===== src/rtl/button_event_classifier_if.sv =====
// Bundles the debounced button level and the classified event outputs.
// master drives btn and observes events; slave is the classifier itself.
interface button_event_classifier_if;
  logic btn;
  logic pressed;
  logic released;
  logic short_press;
  logic long_press;
  logic double_press;
  logic held;

  modport master (
    output btn,
    input  pressed,
    input  released,
    input  short_press,
    input  long_press,
    input  double_press,
    input  held
  );

  modport slave (
    input  btn,
    output pressed,
    output released,
    output short_press,
    output long_press,
    output double_press,
    output held
  );
endinterface


===== src/rtl/button_event_classifier.sv =====
// Turns a clean button level into one-cycle press/release/short/long/double
// event pulses plus a held level, so downstream logic never times the button.
module button_event_classifier #(
  parameter int LONG_TICKS       = 1000,
  parameter int DOUBLE_GAP_TICKS = 300
) (
  input  logic                      clk,
  input  logic                      rst,
  button_event_classifier_if.slave  bus
);

  localparam int MAX_TICKS = (LONG_TICKS > DOUBLE_GAP_TICKS) ? LONG_TICKS : DOUBLE_GAP_TICKS;
  localparam int CW        = $clog2(MAX_TICKS) + 1;

  // Terminal counts: the counter starts at 0 on the entry edge, so the
  // LONG_TICKS-th high sample after the press edge sees LONG_TICKS-1.
  localparam logic [CW-1:0] C_LONG_LAST = CW'(LONG_TICKS - 1);
  localparam logic [CW-1:0] C_GAP_LAST  = CW'(DOUBLE_GAP_TICKS - 1);

  typedef enum logic [2:0] {
    S_IDLE     = 3'd0,
    S_PRESS1   = 3'd1,
    S_WAIT_GAP = 3'd2,
    S_PRESS2   = 3'd3,
    S_LONG     = 3'd4
  } state_t;

  state_t        r_state;
  state_t        w_state_next;
  logic [CW-1:0] r_cnt;
  logic [CW-1:0] w_cnt_next;
  logic [CW-1:0] w_cnt_inc;

  logic r_pressed,  w_pressed_next;
  logic r_released, w_released_next;
  logic r_short,    w_short_next;
  logic r_long,     w_long_next;
  logic r_double,   w_double_next;

  // Saturating increment: the counter holds at all-ones instead of wrapping.
  assign w_cnt_inc = (r_cnt == {CW{1'b1}}) ? r_cnt : r_cnt + CW'(1);

  // State, counter and event pulses all register on the same edge.
  always_ff @(posedge clk) begin
    if (rst) begin
      r_state    <= S_IDLE;
      r_cnt      <= '0;
      r_pressed  <= 1'b0;
      r_released <= 1'b0;
      r_short    <= 1'b0;
      r_long     <= 1'b0;
      r_double   <= 1'b0;
    end else begin
      r_state    <= w_state_next;
      r_cnt      <= w_cnt_next;
      r_pressed  <= w_pressed_next;
      r_released <= w_released_next;
      r_short    <= w_short_next;
      r_long     <= w_long_next;
      r_double   <= w_double_next;
    end
  end

  // Next-state, counter and pulse decode; every state entry clears the counter.
  always_comb begin
    w_state_next    = r_state;
    w_cnt_next      = r_cnt;
    w_pressed_next  = 1'b0;
    w_released_next = 1'b0;
    w_short_next    = 1'b0;
    w_long_next     = 1'b0;
    w_double_next   = 1'b0;
    case (r_state)
      S_IDLE: begin
        if (bus.btn) begin
          w_state_next   = S_PRESS1;
          w_cnt_next     = '0;
          w_pressed_next = 1'b1;
        end
      end
      S_PRESS1: begin
        if (!bus.btn) begin
          w_state_next    = S_WAIT_GAP;
          w_cnt_next      = '0;
          w_released_next = 1'b1;
        end else if (r_cnt == C_LONG_LAST) begin
          w_state_next = S_LONG;
          w_cnt_next   = '0;
          w_long_next  = 1'b1;
        end else begin
          w_cnt_next = w_cnt_inc;
        end
      end
      S_LONG: begin
        // A long press only ends; it never feeds the short/double path.
        if (!bus.btn) begin
          w_state_next    = S_IDLE;
          w_cnt_next      = '0;
          w_released_next = 1'b1;
        end
      end
      S_WAIT_GAP: begin
        // A new press wins over gap expiry in the same cycle.
        if (bus.btn) begin
          w_state_next   = S_PRESS2;
          w_cnt_next     = '0;
          w_pressed_next = 1'b1;
          w_double_next  = 1'b1;
        end else if (r_cnt == C_GAP_LAST) begin
          w_state_next = S_IDLE;
          w_cnt_next   = '0;
          w_short_next = 1'b1;
        end else begin
          w_cnt_next = w_cnt_inc;
        end
      end
      S_PRESS2: begin
        if (!bus.btn) begin
          w_state_next    = S_IDLE;
          w_cnt_next      = '0;
          w_released_next = 1'b1;
        end
      end
      default: begin
        w_state_next = S_IDLE;
        w_cnt_next   = '0;
      end
    endcase
  end

  assign bus.pressed      = r_pressed;
  assign bus.released     = r_released;
  assign bus.short_press  = r_short;
  assign bus.long_press   = r_long;
  assign bus.double_press = r_double;
  assign bus.held         = (r_state == S_PRESS1) || (r_state == S_PRESS2) || (r_state == S_LONG);

endmodule


===== src/flat_wrapper.sv =====
// flat-port wrapper written by rule: the top's interface ports become plain ports
module button_event_classifier_flat 
#(
  parameter int LONG_TICKS       = 1000,
  parameter int DOUBLE_GAP_TICKS = 300
)
  (clk, rst, bus_btn, bus_pressed, bus_released, bus_short_press, bus_long_press, bus_double_press, bus_held);
  button_event_classifier_if bus_i ();
  input  logic clk;
  input  logic rst;
  input wire logic [$bits(bus_i.btn)-1:0] bus_btn;
  output wire logic [$bits(bus_i.pressed)-1:0] bus_pressed;
  output wire logic [$bits(bus_i.released)-1:0] bus_released;
  output wire logic [$bits(bus_i.short_press)-1:0] bus_short_press;
  output wire logic [$bits(bus_i.long_press)-1:0] bus_long_press;
  output wire logic [$bits(bus_i.double_press)-1:0] bus_double_press;
  output wire logic [$bits(bus_i.held)-1:0] bus_held;
  assign bus_i.btn = bus_btn;
  assign bus_pressed = bus_i.pressed;
  assign bus_released = bus_i.released;
  assign bus_short_press = bus_i.short_press;
  assign bus_long_press = bus_i.long_press;
  assign bus_double_press = bus_i.double_press;
  assign bus_held = bus_i.held;
  button_event_classifier #(.LONG_TICKS(LONG_TICKS), .DOUBLE_GAP_TICKS(DOUBLE_GAP_TICKS)) u_core (.clk(clk), .rst(rst), .bus(bus_i));
endmodule

===== config.mk =====
export PLATFORM = sky130hd
export DESIGN_NAME = button_event_classifier_flat
export DESIGN_NICKNAME = d
export VERILOG_FILES = /design/src/rtl/button_event_classifier_if.sv /design/src/rtl/button_event_classifier.sv /design/src/flat_wrapper.sv
export SDC_FILE = /design/constraint.sdc
export NUM_CORES = 1
export LEC_CHECK = 0
export CORE_AREA = 2 2 50 52
export CTS_CLUSTER_DIAMETER = 60
export DETAILED_ROUTE_END_ITERATION = 6
export DIE_AREA = 0 0 52 54
export PLACE_DENSITY = 0.71
export SETUP_SLACK_MARGIN = 0.3
export SKIP_LAST_GASP = 1
export SYNTH_ARGS = -nofsm -noshare
export SYNTH_HDL_FRONTEND = slang
export SYNTH_SLANG_ARGS = --single-unit

===== constraint.sdc =====
create_clock -name clk -period 1.8 [get_ports clk]
set_input_delay 0.36 -clock clk [delete_from_list [all_inputs] [get_ports clk]]
set_output_delay 0.36 -clock clk [all_outputs]
set_load 0.1 [all_outputs]

==> metrics.cfg <==
[critical_path]
startpoint_type = register
required_ns = 2.02
max_stage_delay_ns = 0.38
critPathCaptureType = register
crit_path_top_delay_cell = or3b_4
cp_data_arrival_time_ns = 2.01
critPathKind = reg -> reg
worstPathMaxFanout = 8
path_cells = buf_6, or3b_4, a31o_4, a21oi_4, clkbuf_16, nor2_1, nor3_1

[place]
gp_congestion = 0.830
placed_area_sq_mm = 0.00136
io_buffers = 8
hpwl_microns = 1900

[final_layout]
layout_common_cells = buf_4 (16), dfxtp_1 (15), nand2_1 (11)
fin_util = 0.678
postLayoutCellArea_sq_mm = 0.00157
num_antenna_cells = 0
finalNetCount = 160
layout_commonest_cell = buf_4
drive_gt1_frac = 0.400
area_growth_pct = 45.5

[timing]
period_share = 0.991
finalCriticalPeriod_ns = 1.78
setup_violations = 0
report.final.slew_viol_count = 0
fmax_mhz = 560
hold_viol = 0
maxSlewHeadroom = 0.695
worst_pin_slew_ns = 0.457
fin_skew_ns = 0.00315
rsz0062_at_grt = true

[logic_synthesis]
yosys_warnings = 0
synthAdderAreaFrac = 0.0116
synthMuxAreaShare = 0
synth_nets = 136
synth-async-reset-ratio = 0
syn_area_sq_mm = 0.00108
ys_seq_area_frac = 0.352
yosys.area_share.simple = 0.337
synth-main-ff-cell = dfxtp_1
syn-instance-count = 132
avgSynthCellArea_sq_um = 8.19
synth-compound-area-share = 0.233
synth_top_family_by_area = simple AND/OR/NAND/NOR gates
synth-seq-cells = 19
synth_cell_types = 37
synth_xor_area_frac = 0
synth_edf_count = 0

[clock_tree]
clk_latency_ns = 0.31
h-tree-depth = 1
cts_root_buf = clkbuf_4
numCtsBuffers = 3
hold_buffers = 0
path_clk_slew_ns = 0.10
clock-sinks = 19
cts_buffer_depth = 2
cts_tree = built

[detailed_routing]
routed_via_density = 5.96
wl_per_cell_microns = 16.6
ant_nets = 0
firstDrtPassIters = 4
drt-initial-drc-count = 45
vias = 1102
finalWirelength_microns = 3070
post-route-drc-count = 0

[pwr]
irDropWorstVdd_mv = 0.405
power_density_mw_per_mm2 = 514
share_comb_of_total_power = 0.192
switching_share = 0.278
seq_power_share = 0.534
power_switching_w = 0.000225
p_clk_frac = 0.274
p_leak_nw = 0.553
p_int_w = 0.000584
p_total_w = 0.000809

[job]
drv_cap = 0

[global_route]
antenna_found_initial = 0
grt_max_degree = 17
grt_remaining_overflow = 0
grt_pass1_vias = 997
grt_use_total = 0.228
grt_pass1_wl_microns = 4560

[floorplan]
initial_utilization = 0.466
dieArea_sq_mm = 0.00281
die_h_microns = 54
pin_count = 9
die_w_microns = 52
rows = 18
core_area_sq_mm = 0.00232

[status]
status = completed

[min_path]
hold_class = in -> reg

## cell families (layout without fill, tap and decap cells)
logic type      count (synthesis)  count (layout)
compound gates                 34              34
fa+ha+maj                       1               1
buf+inv                        12              35
flops                          19              19
simple gates                   66              66
## Yosys cell counts (2+ instances only)
cell       n  share of area
inv_1      2         0.0069
nand3_1   10          0.046
nor2_1    10          0.035
a31oi_1    4          0.023
and2_1     4          0.023
or2b_1     2          0.014
a21oi_1   10          0.046
buf_2      2         0.0093
nor3b_1    3          0.021
dfxtp_1   19           0.35
nand3b_1   3          0.021
and3_1     6          0.035
buf_6      2          0.021
nor3_1     7          0.032
clkbuf_1   4          0.014
o221ai_2   2          0.028
nand2_1   11          0.038
o21ai_0    8          0.037
nand4_1    2          0.012
a22oi_1    3          0.021
a31o_2     2          0.016
## final timing paths
path	start	endpoint	slack [ns]	depth (start not counted)
hold / removal	bus_btn	u_core.bus.released$_SDFF_PP0_	0.45	2
setup reg to reg	u_core.r_state[0]$_SDFFE_PP0P_	u_core.r_cnt[10]$_SDFFE_PP0P_	0.02	7
hold reg to reg	u_core.r_cnt[1]$_SDFFE_PP0P_	u_core.r_cnt[1]$_SDFFE_PP0P_	0.52	2
setup / recovery	u_core.r_state[0]$_SDFFE_PP0P_	u_core.r_cnt[10]$_SDFFE_PP0P_	0.02	7
## power groups by stage
stage	Combinational (W)	Sequential, W	Clock [W]
finish	0.000155	0.000432	0.000222
detailed placement	0.000134	0.000440	0
CTS	0.000139	0.000431	0.000236
global placement	0.000131	0.000440	0
floorplan	0.0000749	0.000453	0
global route	0.000165	0.000432	0.000244
## flip-flops by register name, summed over array words and instances (netlist names)
| signal | cells |
|---|---|
| u_core.bus.long_press | 1 |
| u_core.bus.released | 1 |
| u_core.r_cnt | 11 |
| u_core.bus.pressed | 1 |
| u_core.bus.short_press | 1 |
| u_core.bus.double_press | 1 |
| u_core.r_state | 3 |
## stage by stage
step	setup TNS (ns)	hold slack [ns]	setup slack, ns	std cells
2_1_floorplan	0	0.437	0.143	132
3_3_place_gp	-2.93	0.473	-0.300	175
3_5_place_dp	-3.29	0.472	-0.330	175
4_1_cts	0	0.435	0.0736	183
5_1_grt	-0.179	0.466	-0.0290	185
6_report	0	0.453	0.0156	185
## worst max-delay path: cells and delay by family, from the launching register on
| family | cells | cell delay (ns) |
|---|---|---|
| AOI/OAI and AO/OA | 2 | 0.45 |
| buffers and inverters | 2 | 0.31 |
| DFF | 1 | 0.35 |
| and+or+nand+nor | 3 | 0.58 |
## repair_timing
| item | in CTS | in global routing |
|---|---|---|
| endpoints found under the setup margin | 14 | 15 |
| setup buffers | 4 | 1 |
| resized for setup | 11 | 18 |
| cloned | 0 | 1 |
| pin swaps | 2 | 10 |
| endpoints found under the hold margin | 0 | 0 |
## final cells by class
cell class                      count  area, sq um
Sequential cell                    19          385
Fill cell                         183          747
Inverter                            2         7.51
Timing Repair Buffer               29          350
Tap cell                           30         37.5
Clock buffer                        4         26.3
Multi-Input combinational cell    101          766
## layer usage
layer,share of wire,track usage,vias up,wire (microns)
met1,0.39,0.255,541,1190
met2,0.56,0.422,29,1710
li1,-,-,527,-
met4,0.018,0.118,0,54
met3,0.036,0.0250,5,111
met5,0,0,-,0
No activity file was read; power rests on OpenSTA's default activity.
